==> src/rtl/mem_bus_responder_pkg.sv <==
// rtl/mem_bus_responder_pkg.sv - shared definitions for the data-memory port responder
//
// Purpose: FSM state encoding, MMIO register offsets and the default MMIO base
// shared by the responder top and its register bank.
// Ports: none (package).

package mem_bus_responder_pkg;

  typedef enum logic [1:0] {
    ST_IDLE   = 2'd0,
    ST_WAIT   = 2'd1,
    ST_ACCESS = 2'd2,
    ST_RESP   = 2'd3
  } state_t;

  // Register offsets relative to the MMIO base address.
  localparam int SW_OFF  = 0;
  localparam int LED_OFF = 1;
  localparam int CNT_OFF = 2;
  localparam int SCR_OFF = 3;

  localparam logic [7:0] DEF_MMIO_BASE = 8'hF0;

endpackage

==> src/rtl/mem_bus_responder_if.sv <==
// rtl/mem_bus_responder_if.sv - processor data-memory request/response bus
//
// Purpose: groups the processor-side request and response signals.
// Signals:
//   req    request strobe (master -> slave)
//   wren   1 = write, 0 = read (master -> slave)
//   addr   request address (master -> slave)
//   wdata  write data (master -> slave)
//   ready  one-cycle completion pulse (slave -> master)
//   rdata  read data, zero outside the ready pulse (slave -> master)

interface mem_bus_responder_if #(
  parameter int ADDR_W = 8,
  parameter int DATA_W = 8
);

  logic              req;
  logic              wren;
  logic [ADDR_W-1:0] addr;
  logic [DATA_W-1:0] wdata;
  logic              ready;
  logic [DATA_W-1:0] rdata;

  modport master (
    output req, wren, addr, wdata,
    input  ready, rdata
  );

  modport slave (
    input  req, wren, addr, wdata,
    output ready, rdata
  );

endinterface

==> src/rtl/mem_bus_responder_mmio_regs.sv <==
// rtl/mem_bus_responder_mmio_regs.sv - MMIO register bank for the memory responder
//
// Purpose: switch synchronizer, LED, free-running counter and scratch registers
// with a combinational read mux.
// Ports:
//   clock    system clock, rising edge
//   reset    asynchronous reset, active low
//   wr_en    one-cycle register write strobe
//   offset   register offset from the MMIO base
//   wdata    register write data
//   rdata    read data for the addressed register (0 for unmapped offsets)
//   sw_in    asynchronous switch inputs
//   led_out  LED register

module mem_bus_responder_mmio_regs
  import mem_bus_responder_pkg::*;
#(
  parameter int ADDR_W = 8,
  parameter int DATA_W = 8
) (
  input  logic              clock,
  input  logic              reset,
  input  logic              wr_en,
  input  logic [ADDR_W-1:0] offset,
  input  logic [DATA_W-1:0] wdata,
  output logic [DATA_W-1:0] rdata,
  input  logic [DATA_W-1:0] sw_in,
  output logic [DATA_W-1:0] led_out
);

  localparam logic [DATA_W-1:0] CNT_INC = DATA_W'(1);

  logic [DATA_W-1:0] sw_meta;
  logic [DATA_W-1:0] sw_sync;
  logic [DATA_W-1:0] cnt_q;
  logic [DATA_W-1:0] scr_q;

  logic hit_sw;
  logic hit_led;
  logic hit_cnt;
  logic hit_scr;

  assign hit_sw  = (offset == ADDR_W'(SW_OFF));
  assign hit_led = (offset == ADDR_W'(LED_OFF));
  assign hit_cnt = (offset == ADDR_W'(CNT_OFF));
  assign hit_scr = (offset == ADDR_W'(SCR_OFF));

  always_ff @(posedge clock or negedge reset) begin
    if (!reset) begin
      sw_meta <= '0;
      sw_sync <= '0;
      led_out <= '0;
      cnt_q   <= '0;
      scr_q   <= '0;
    end else begin
      sw_meta <= sw_in;
      sw_sync <= sw_meta;
      if (wr_en && hit_led) begin
        led_out <= wdata;
      end
      // A counter write takes priority over that cycle's increment.
      if (wr_en && hit_cnt) begin
        cnt_q <= wdata;
      end else begin
        cnt_q <= cnt_q + CNT_INC;
      end
      if (wr_en && hit_scr) begin
        scr_q <= wdata;
      end
    end
  end

  always_comb begin
    rdata = '0;
    if (hit_sw) begin
      rdata = sw_sync;
    end else if (hit_led) begin
      rdata = led_out;
    end else if (hit_cnt) begin
      rdata = cnt_q;
    end else if (hit_scr) begin
      rdata = scr_q;
    end
  end

endmodule

==> src/rtl/mem_bus_responder.sv <==
// rtl/mem_bus_responder.sv - wait-stated slave responder for the data-memory port
//
// Purpose: accepts single read/write requests, inserts WAIT_CYCLES wait states,
// routes the access to an external synchronous RAM (below MMIO_BASE) or to the
// MMIO register bank, and answers with a one-cycle ready pulse.
// Ports:
//   clock      system clock, rising edge
//   reset      asynchronous reset, active low
//   bus        processor request/response bus (slave side)
//   ram_addr   registered RAM address
//   ram_wren   RAM write strobe
//   ram_wdata  RAM write data
//   ram_q      RAM read data, valid one cycle after ram_addr is clocked
//   sw_in      asynchronous switch inputs
//   led_out    LED register

module mem_bus_responder
  import mem_bus_responder_pkg::*;
#(
  parameter int                ADDR_W      = 8,
  parameter int                DATA_W      = 8,
  parameter int                WAIT_CYCLES = 1,
  parameter logic [ADDR_W-1:0] MMIO_BASE   = ADDR_W'(DEF_MMIO_BASE)
) (
  input  logic                 clock,
  input  logic                 reset,
  mem_bus_responder_if.slave   bus,
  output logic [ADDR_W-1:0]    ram_addr,
  output logic                 ram_wren,
  output logic [DATA_W-1:0]    ram_wdata,
  input  logic [DATA_W-1:0]    ram_q,
  input  logic [DATA_W-1:0]    sw_in,
  output logic [DATA_W-1:0]    led_out
);

  localparam int              CNT_W     = (WAIT_CYCLES > 0) ? $clog2(WAIT_CYCLES + 1) : 1;
  localparam logic [CNT_W-1:0] WAIT_LOAD = CNT_W'(WAIT_CYCLES);
  localparam logic [CNT_W-1:0] WAIT_ONE  = CNT_W'(1);

  state_t            state;
  logic [CNT_W-1:0]  wait_cnt;
  logic [ADDR_W-1:0] addr_q;
  logic              wr_q;
  logic [DATA_W-1:0] wdata_q;
  logic              mmio_sel_q;
  logic [DATA_W-1:0] mmio_q;
  logic              ready_q;
  logic [DATA_W-1:0] rdata_q;

  logic [ADDR_W-1:0] acc_addr;
  logic              acc_wr;
  logic [DATA_W-1:0] acc_wdata;
  logic              acc_mmio;

  logic [ADDR_W-1:0] mmio_off;
  logic              mmio_we;
  logic [DATA_W-1:0] mmio_rd;

  assign bus.ready = ready_q;
  assign bus.rdata = rdata_q;

  // With no wait states the RAM is driven on the acceptance edge itself, so
  // the access source is the live bus in IDLE and the latched request after.
  assign acc_addr  = (state == ST_IDLE) ? bus.addr  : addr_q;
  assign acc_wr    = (state == ST_IDLE) ? bus.wren  : wr_q;
  assign acc_wdata = (state == ST_IDLE) ? bus.wdata : wdata_q;
  assign acc_mmio  = (acc_addr >= MMIO_BASE);

  // Register bank sees the latched request; writes land on the ACCESS edge.
  assign mmio_off = addr_q - MMIO_BASE;
  assign mmio_we  = (state == ST_ACCESS) && wr_q && mmio_sel_q;

  mem_bus_responder_mmio_regs #(
    .ADDR_W (ADDR_W),
    .DATA_W (DATA_W)
  ) u_mmio_regs (
    .clock   (clock),
    .reset   (reset),
    .wr_en   (mmio_we),
    .offset  (mmio_off),
    .wdata   (wdata_q),
    .rdata   (mmio_rd),
    .sw_in   (sw_in),
    .led_out (led_out)
  );

  always_ff @(posedge clock or negedge reset) begin
    if (!reset) begin
      state      <= ST_IDLE;
      wait_cnt   <= '0;
      addr_q     <= '0;
      wr_q       <= 1'b0;
      wdata_q    <= '0;
      mmio_sel_q <= 1'b0;
      mmio_q     <= '0;
      ready_q    <= 1'b0;
      rdata_q    <= '0;
      ram_addr   <= '0;
      ram_wren   <= 1'b0;
      ram_wdata  <= '0;
    end else begin
      // Pulse-type outputs default low every cycle.
      ready_q  <= 1'b0;
      rdata_q  <= '0;
      ram_wren <= 1'b0;
      case (state)
        ST_IDLE: begin
          if (bus.req) begin
            addr_q     <= bus.addr;
            wr_q       <= bus.wren;
            wdata_q    <= bus.wdata;
            mmio_sel_q <= acc_mmio;
            wait_cnt   <= WAIT_LOAD;
            if (WAIT_CYCLES > 0) begin
              state <= ST_WAIT;
            end else begin
              state <= ST_ACCESS;
              if (!acc_mmio) begin
                ram_addr <= acc_addr;
                ram_wren <= acc_wr;
                if (acc_wr) begin
                  ram_wdata <= acc_wdata;
                end
              end
            end
          end
        end
        ST_WAIT: begin
          wait_cnt <= wait_cnt - WAIT_ONE;
          if (wait_cnt == WAIT_ONE) begin
            state <= ST_ACCESS;
            if (!acc_mmio) begin
              ram_addr <= acc_addr;
              ram_wren <= acc_wr;
              if (acc_wr) begin
                ram_wdata <= acc_wdata;
              end
            end
          end
        end
        ST_ACCESS: begin
          state <= ST_RESP;
          if (mmio_sel_q && !wr_q) begin
            mmio_q <= mmio_rd;
          end
        end
        ST_RESP: begin
          state   <= ST_IDLE;
          ready_q <= 1'b1;
          if (!wr_q) begin
            rdata_q <= mmio_sel_q ? mmio_q : ram_q;
          end
        end
        default: begin
          state <= ST_IDLE;
        end
      endcase
    end
  end

endmodule

==> src/flat_wrapper.sv <==
// flat-port wrapper written by rule: the top's interface ports become plain ports
module mem_bus_responder_flat import mem_bus_responder_pkg::*;
#(
  parameter int                ADDR_W      = 8,
  parameter int                DATA_W      = 8,
  parameter int                WAIT_CYCLES = 1,
  parameter logic [ADDR_W-1:0] MMIO_BASE   = ADDR_W'(DEF_MMIO_BASE)
)
  (clock, reset, ram_addr, ram_wren, ram_wdata, ram_q, sw_in, led_out, bus_req, bus_wren, bus_addr, bus_wdata, bus_ready, bus_rdata);
  mem_bus_responder_if #(.ADDR_W(ADDR_W), .DATA_W(DATA_W)) bus_i ();
  input  logic clock;
  input  logic reset;
  output logic [ADDR_W-1:0] ram_addr;
  output logic ram_wren;
  output logic [DATA_W-1:0] ram_wdata;
  input  logic [DATA_W-1:0] ram_q;
  input  logic [DATA_W-1:0] sw_in;
  output logic [DATA_W-1:0] led_out;
  input wire logic [$bits(bus_i.req)-1:0] bus_req;
  input wire logic [$bits(bus_i.wren)-1:0] bus_wren;
  input wire logic [$bits(bus_i.addr)-1:0] bus_addr;
  input wire logic [$bits(bus_i.wdata)-1:0] bus_wdata;
  output wire logic [$bits(bus_i.ready)-1:0] bus_ready;
  output wire logic [$bits(bus_i.rdata)-1:0] bus_rdata;
  assign bus_i.req = bus_req;
  assign bus_i.wren = bus_wren;
  assign bus_i.addr = bus_addr;
  assign bus_i.wdata = bus_wdata;
  assign bus_ready = bus_i.ready;
  assign bus_rdata = bus_i.rdata;
  mem_bus_responder #(.ADDR_W(ADDR_W), .DATA_W(DATA_W), .WAIT_CYCLES(WAIT_CYCLES), .MMIO_BASE(MMIO_BASE)) u_core (.clock(clock), .reset(reset), .bus(bus_i), .ram_addr(ram_addr), .ram_wren(ram_wren), .ram_wdata(ram_wdata), .ram_q(ram_q), .sw_in(sw_in), .led_out(led_out));
endmodule
==> config.mk <==
export PLATFORM = sky130hd
export DESIGN_NAME = mem_bus_responder_flat
export DESIGN_NICKNAME = d
export VERILOG_FILES = /design/src/rtl/mem_bus_responder_pkg.sv /design/src/rtl/mem_bus_responder_if.sv /design/src/rtl/mem_bus_responder_mmio_regs.sv /design/src/rtl/mem_bus_responder.sv /design/src/flat_wrapper.sv
export SDC_FILE = /design/constraint.sdc
export NUM_CORES = 1
export LEC_CHECK = 0
export ABC_AREA = 1
export BUFFER_PORTS_ARGS = -buffer_cell sky130_fd_sc_hd__buf_2
export CAP_MARGIN = 30
export CORE_MARGIN = 2
export CORE_UTILIZATION = 56
export DETAILED_ROUTE_END_ITERATION = 10
export GPL_TIMING_DRIVEN = 0
export PLACE_DENSITY = 0.87
export SLEW_MARGIN = 10
export SYNTH_ARGS = -nofsm -noshare
export SYNTH_HDL_FRONTEND = slang
export SYNTH_HIERARCHICAL = 1
export SYNTH_SLANG_ARGS = --single-unit
==> constraint.sdc <==
create_clock -name clock -period 1.9 [get_ports clock]
set_clock_uncertainty 0.05 [all_clocks]
set_input_delay 0.095 -clock clock [delete_from_list [all_inputs] [get_ports clock]]
set_output_delay 0.095 -clock clock [all_outputs]
set_load 0.03 [all_outputs]
==> results.yml <==
timing:
  whs_ns: 0.153
  worst_slew_pin_slew_ns: 0.431
  setup_viol: 20
  fmax_mhz: 507
  period_share_pct: 104
  relSlewSlack_pct: 71.3
  layout_setup_ws_ns: -0.0704
  slew_viol_final: 0
  grt_setup_unrepaired: "true"
  period_minus_slack_ns: 1.97
  hold_viol_final: 0
synth:
  yosysWarnings: 6
  synth_cells: 420
  synth_area_leaders: "dfrtp_1, nand2_1, mux2_2"
  synthMuxAreaShare_pct: 6.22
  synth_seq_cells: 95
  synthesis.nets: 463
  synth-xor-area-share_pct: 1.44
  yosysSeqAreaShare_pct: 55.7
  synth_top_family_by_area: "simple AND/OR/NAND/NOR gates"
  synth_cell_type_count: 31
  synth_top_area_cell: "dfrtp_1"
  avgSynthCellArea_um2: 10.2
  synth_edf_count: 0
  netlist_area_mm2: 0.00427
  yosys-top-cells-count: "nand2_1, dfrtp_1, inv_1, o21ai_0, mux2_2"
  ys_async_sr_fraction_pct: 100
  yosys.area_share.adder_pct: 2.05
  synth_top_area_share_pct: 55.7
  synth-simple-area-share_pct: 22.0
  synth_ff_type: "dfrtp_1"
  yosysMostFrequentCell: "nand2_1"
  synth_compound_area_share_pct: 7.22
power_and_ir_drop:
  power.density_mw_per_mm2: 1360
  p_clk_share_pct: 19.4
  sw_frac_of_total_pct: 41.5
  internal_power_uw: 4380
  netSwitchingPower_uw: 3110
  leakagePower_uw: 0.00281
  pwr-share-comb_pct: 40.4
  vdd_drop_max_v: 0.000774
  sequentialPowerShare_pct: 40.2
placement:
  post-dp-hpwl_um: 6440
  gp_congestion: 0.830
  port_buffers: 69
  pre_cts_slack_ns: -0.118
clocking:
  clock_path_buffers: 2
  cts_buffers: 9
  cts_sinks: 95
  cts.clk_slew.worst_paths_ns: 0.09
  tritoncts: "done"
  cts_root_buffer: "clkbuf_8"
  cts.htree.levels: 3
  worst_skew_pair.late_latency_ns: 0.36
global_route:
  grt_use_total_pct: 24.2
  grt_pass1_vias: 3470
  antenna_found_initial: 0
  grt_pass1_wl_um: 16000
  overflow: 0
  grt_max_degree: 65
worst_setup_path:
  crit_arrival_ns: 2.17
  worstSetupPathType: "reg2reg"
  cp_max_fo: 7
  start_kind: "flip-flop"
  reg2reg_setup_slack_ns: -0.07
  critPathSlowestCell: "dfrtp_2"
  crit_chain: "ha_4 -> xor2_2 -> nor2_2 -> nand2_4 -> buf_12 -> nor2_8 -> nand2_1 -> nand4_1 -> mux2_2"
  worst_ep_required_time_ns: 2.09
  end_kind: "flip-flop"
  max_stage_delay_ns: 0.47
detailed_routing:
  drt_iter0_drc: 250
  wl_per_cell_um: 15.5
  drc: 0
  wirelength_um: 9940
  vias: 3455
  antenna_left: 0
  drt_first_pass_iters: 4
  viasPerCell: 5.37
floorplanning:
  die_w_um: 91.3
  num_rows: 31
  start_util_pct: 58.2
  die_area_mm2: 0.00833
  core_area_mm2: 0.00733
  die_h_um: 91.3
  top_level_ports: 70
min_path:
  hold_path.class: "in2reg"
run_status:
  violations: "setup timing"
  status: "finished with violations"
flow_run:
  cap_violations: 0
finish:
  antenna_cells: 0
  fin_nets: 583
  layout-drive-gt1-share_pct: 33.6
  syn2layout_area_growth_pct: 28.7
  final_util_pct: 74.9
## path summary, 6_finish.rpt
check / cells past startpoint / from / end
worst max-delay path: 9 / u_core/addr_q[5]$_DFFE_PN0P_ / u_core/mmio_q[7]$_DFFE_PN0P_
min in group asynchronous: 2 / reset / u_core/wdata_q[2]$_DFFE_PN0P_
max in group asynchronous: 3 / reset / u_core/addr_q[6]$_DFFE_PN0P_
worst max register to register: 9 / u_core/addr_q[5]$_DFFE_PN0P_ / u_core/mmio_q[7]$_DFFE_PN0P_
worst min-delay path: 3 / bus_req / u_core/wdata_q[2]$_DFFE_PN0P_
worst min register to register: 0 / u_core/u_mmio_regs/sw_meta[5]$_DFF_PN0_ / u_core/u_mmio_regs/sw_sync[5]$_DFF_PN0_
## registers in the layout, indices dropped and copies added, names as in the netlist, 2 cells and up
register,count
u_core/bus.rdata,8
u_core/u_mmio_regs/led_out,8
u_core/mmio_q,8
u_core/u_mmio_regs/sw_sync,8
u_core/ram_wdata,8
u_core/ram_addr,8
u_core/u_mmio_regs/cnt_q,8
u_core/wdata_q,8
u_core/state,2
u_core/addr_q,8
u_core/u_mmio_regs/sw_meta,8
u_core/u_mmio_regs/scr_q,8
## stage by stage
step | instances | total power (uW) | instance area (um2) | setup TNS (ns)
floorplan | 420 | 4950 | 4270 | 0
global placement | 588 | 5540 | 4730 | -10.56
detailed placement | 589 | 5720 | 4760 | -0.429
CTS | 640 | 7320 | 5380 | -0.00994
global route | 643 | 7910 | 5490 | -2.33
finish | 643 | 7480 | 5490 | -0.793
## what timing repair did
action,CTS,global route
pin swaps,4,12
resized for setup,8,27
setup buffers,2,3
hold buffers,34,0
endpoints found under the setup margin,14,43
endpoints found under the hold margin,65,0
## final cells by class
class | instances | area, um2
Sequential cell | 95 | 2380
Timing Repair Buffer | 109 | 769
Inverter | 39 | 154
Fill cell | 472 | 1840
Clock inverter | 5 | 82.6
Multi-Input combinational cell | 276 | 1750
Clock buffer | 10 | 138
Tap cell | 99 | 124
Buffer | 10 | 96.3
## placed cells by master, fill, tap and decap left out, types with 2 or more instances in the layout
master          n
a21oi_1         3
buf_12          3
buf_2          70
buf_4           4
buf_6           4
bufinv_16       2
clkbuf_1        2
clkbuf_8       10
clkinvlp_4      3
dfrtp_1        92
dfrtp_2         3
dlygate4sd3_1  34
ha_1            5
inv_1          33
inv_2           4
mux2_2         19
mux2i_1         4
nand2_1        95
nand2_2        13
nand2_4         6
nand3_1        18
nand3_2         2
nand4_1        15
nor2_1         18
nor2_2          4
nor2_4          5
nor2_8          2
nor3_1          7
o21ai_0        19
o21ai_1         9
o21ai_2        17
xnor2_1         4
xor2_1          2
## cells by family after synthesis
logic type	count (synthesis)
muxes	24
adders and majority gates	7
xor gates and xnor gates	7
buffers and inverters	49
AOI/OAI and AO/OA	49
DFF	95
and+or+nand+nor	189
## worst max-delay path: cells and delay by family (launching register included)
kind                       cells  cell delay, ns
and+or+nand+nor                5            0.55
DFF                            1            0.47
muxes                          1            0.29
adders and majority gates      1            0.18
xor gates and xnor gates       1            0.17
buffers and inverters          1            0.14
## metal layers
layer | part of all wire, % | GRT usage, % | wire length [um] | up-vias
met1 | 40 | 29.5 | 3960 | 1676
met3 | 4.9 | 3.40 | 484 | 32
met4 | 3.5 | 12.4 | 349 | 0
met5 | 0 | 0 | 0 | -
met2 | 52 | 42.1 | 5150 | 139
li1 | - | - | - | 1608
## power by group through the flow
stage               Sequential, uW  Clock [uW]  Combinational [uW]
global route                  3060        1560                3290
CTS                           2960        1480                2890
detailed placement            2990           0                2730
finish                        3000        1450                3020
global placement              2950           0                2590
floorplan                     3300           0                1650
(Power assumes the default switching activity.)
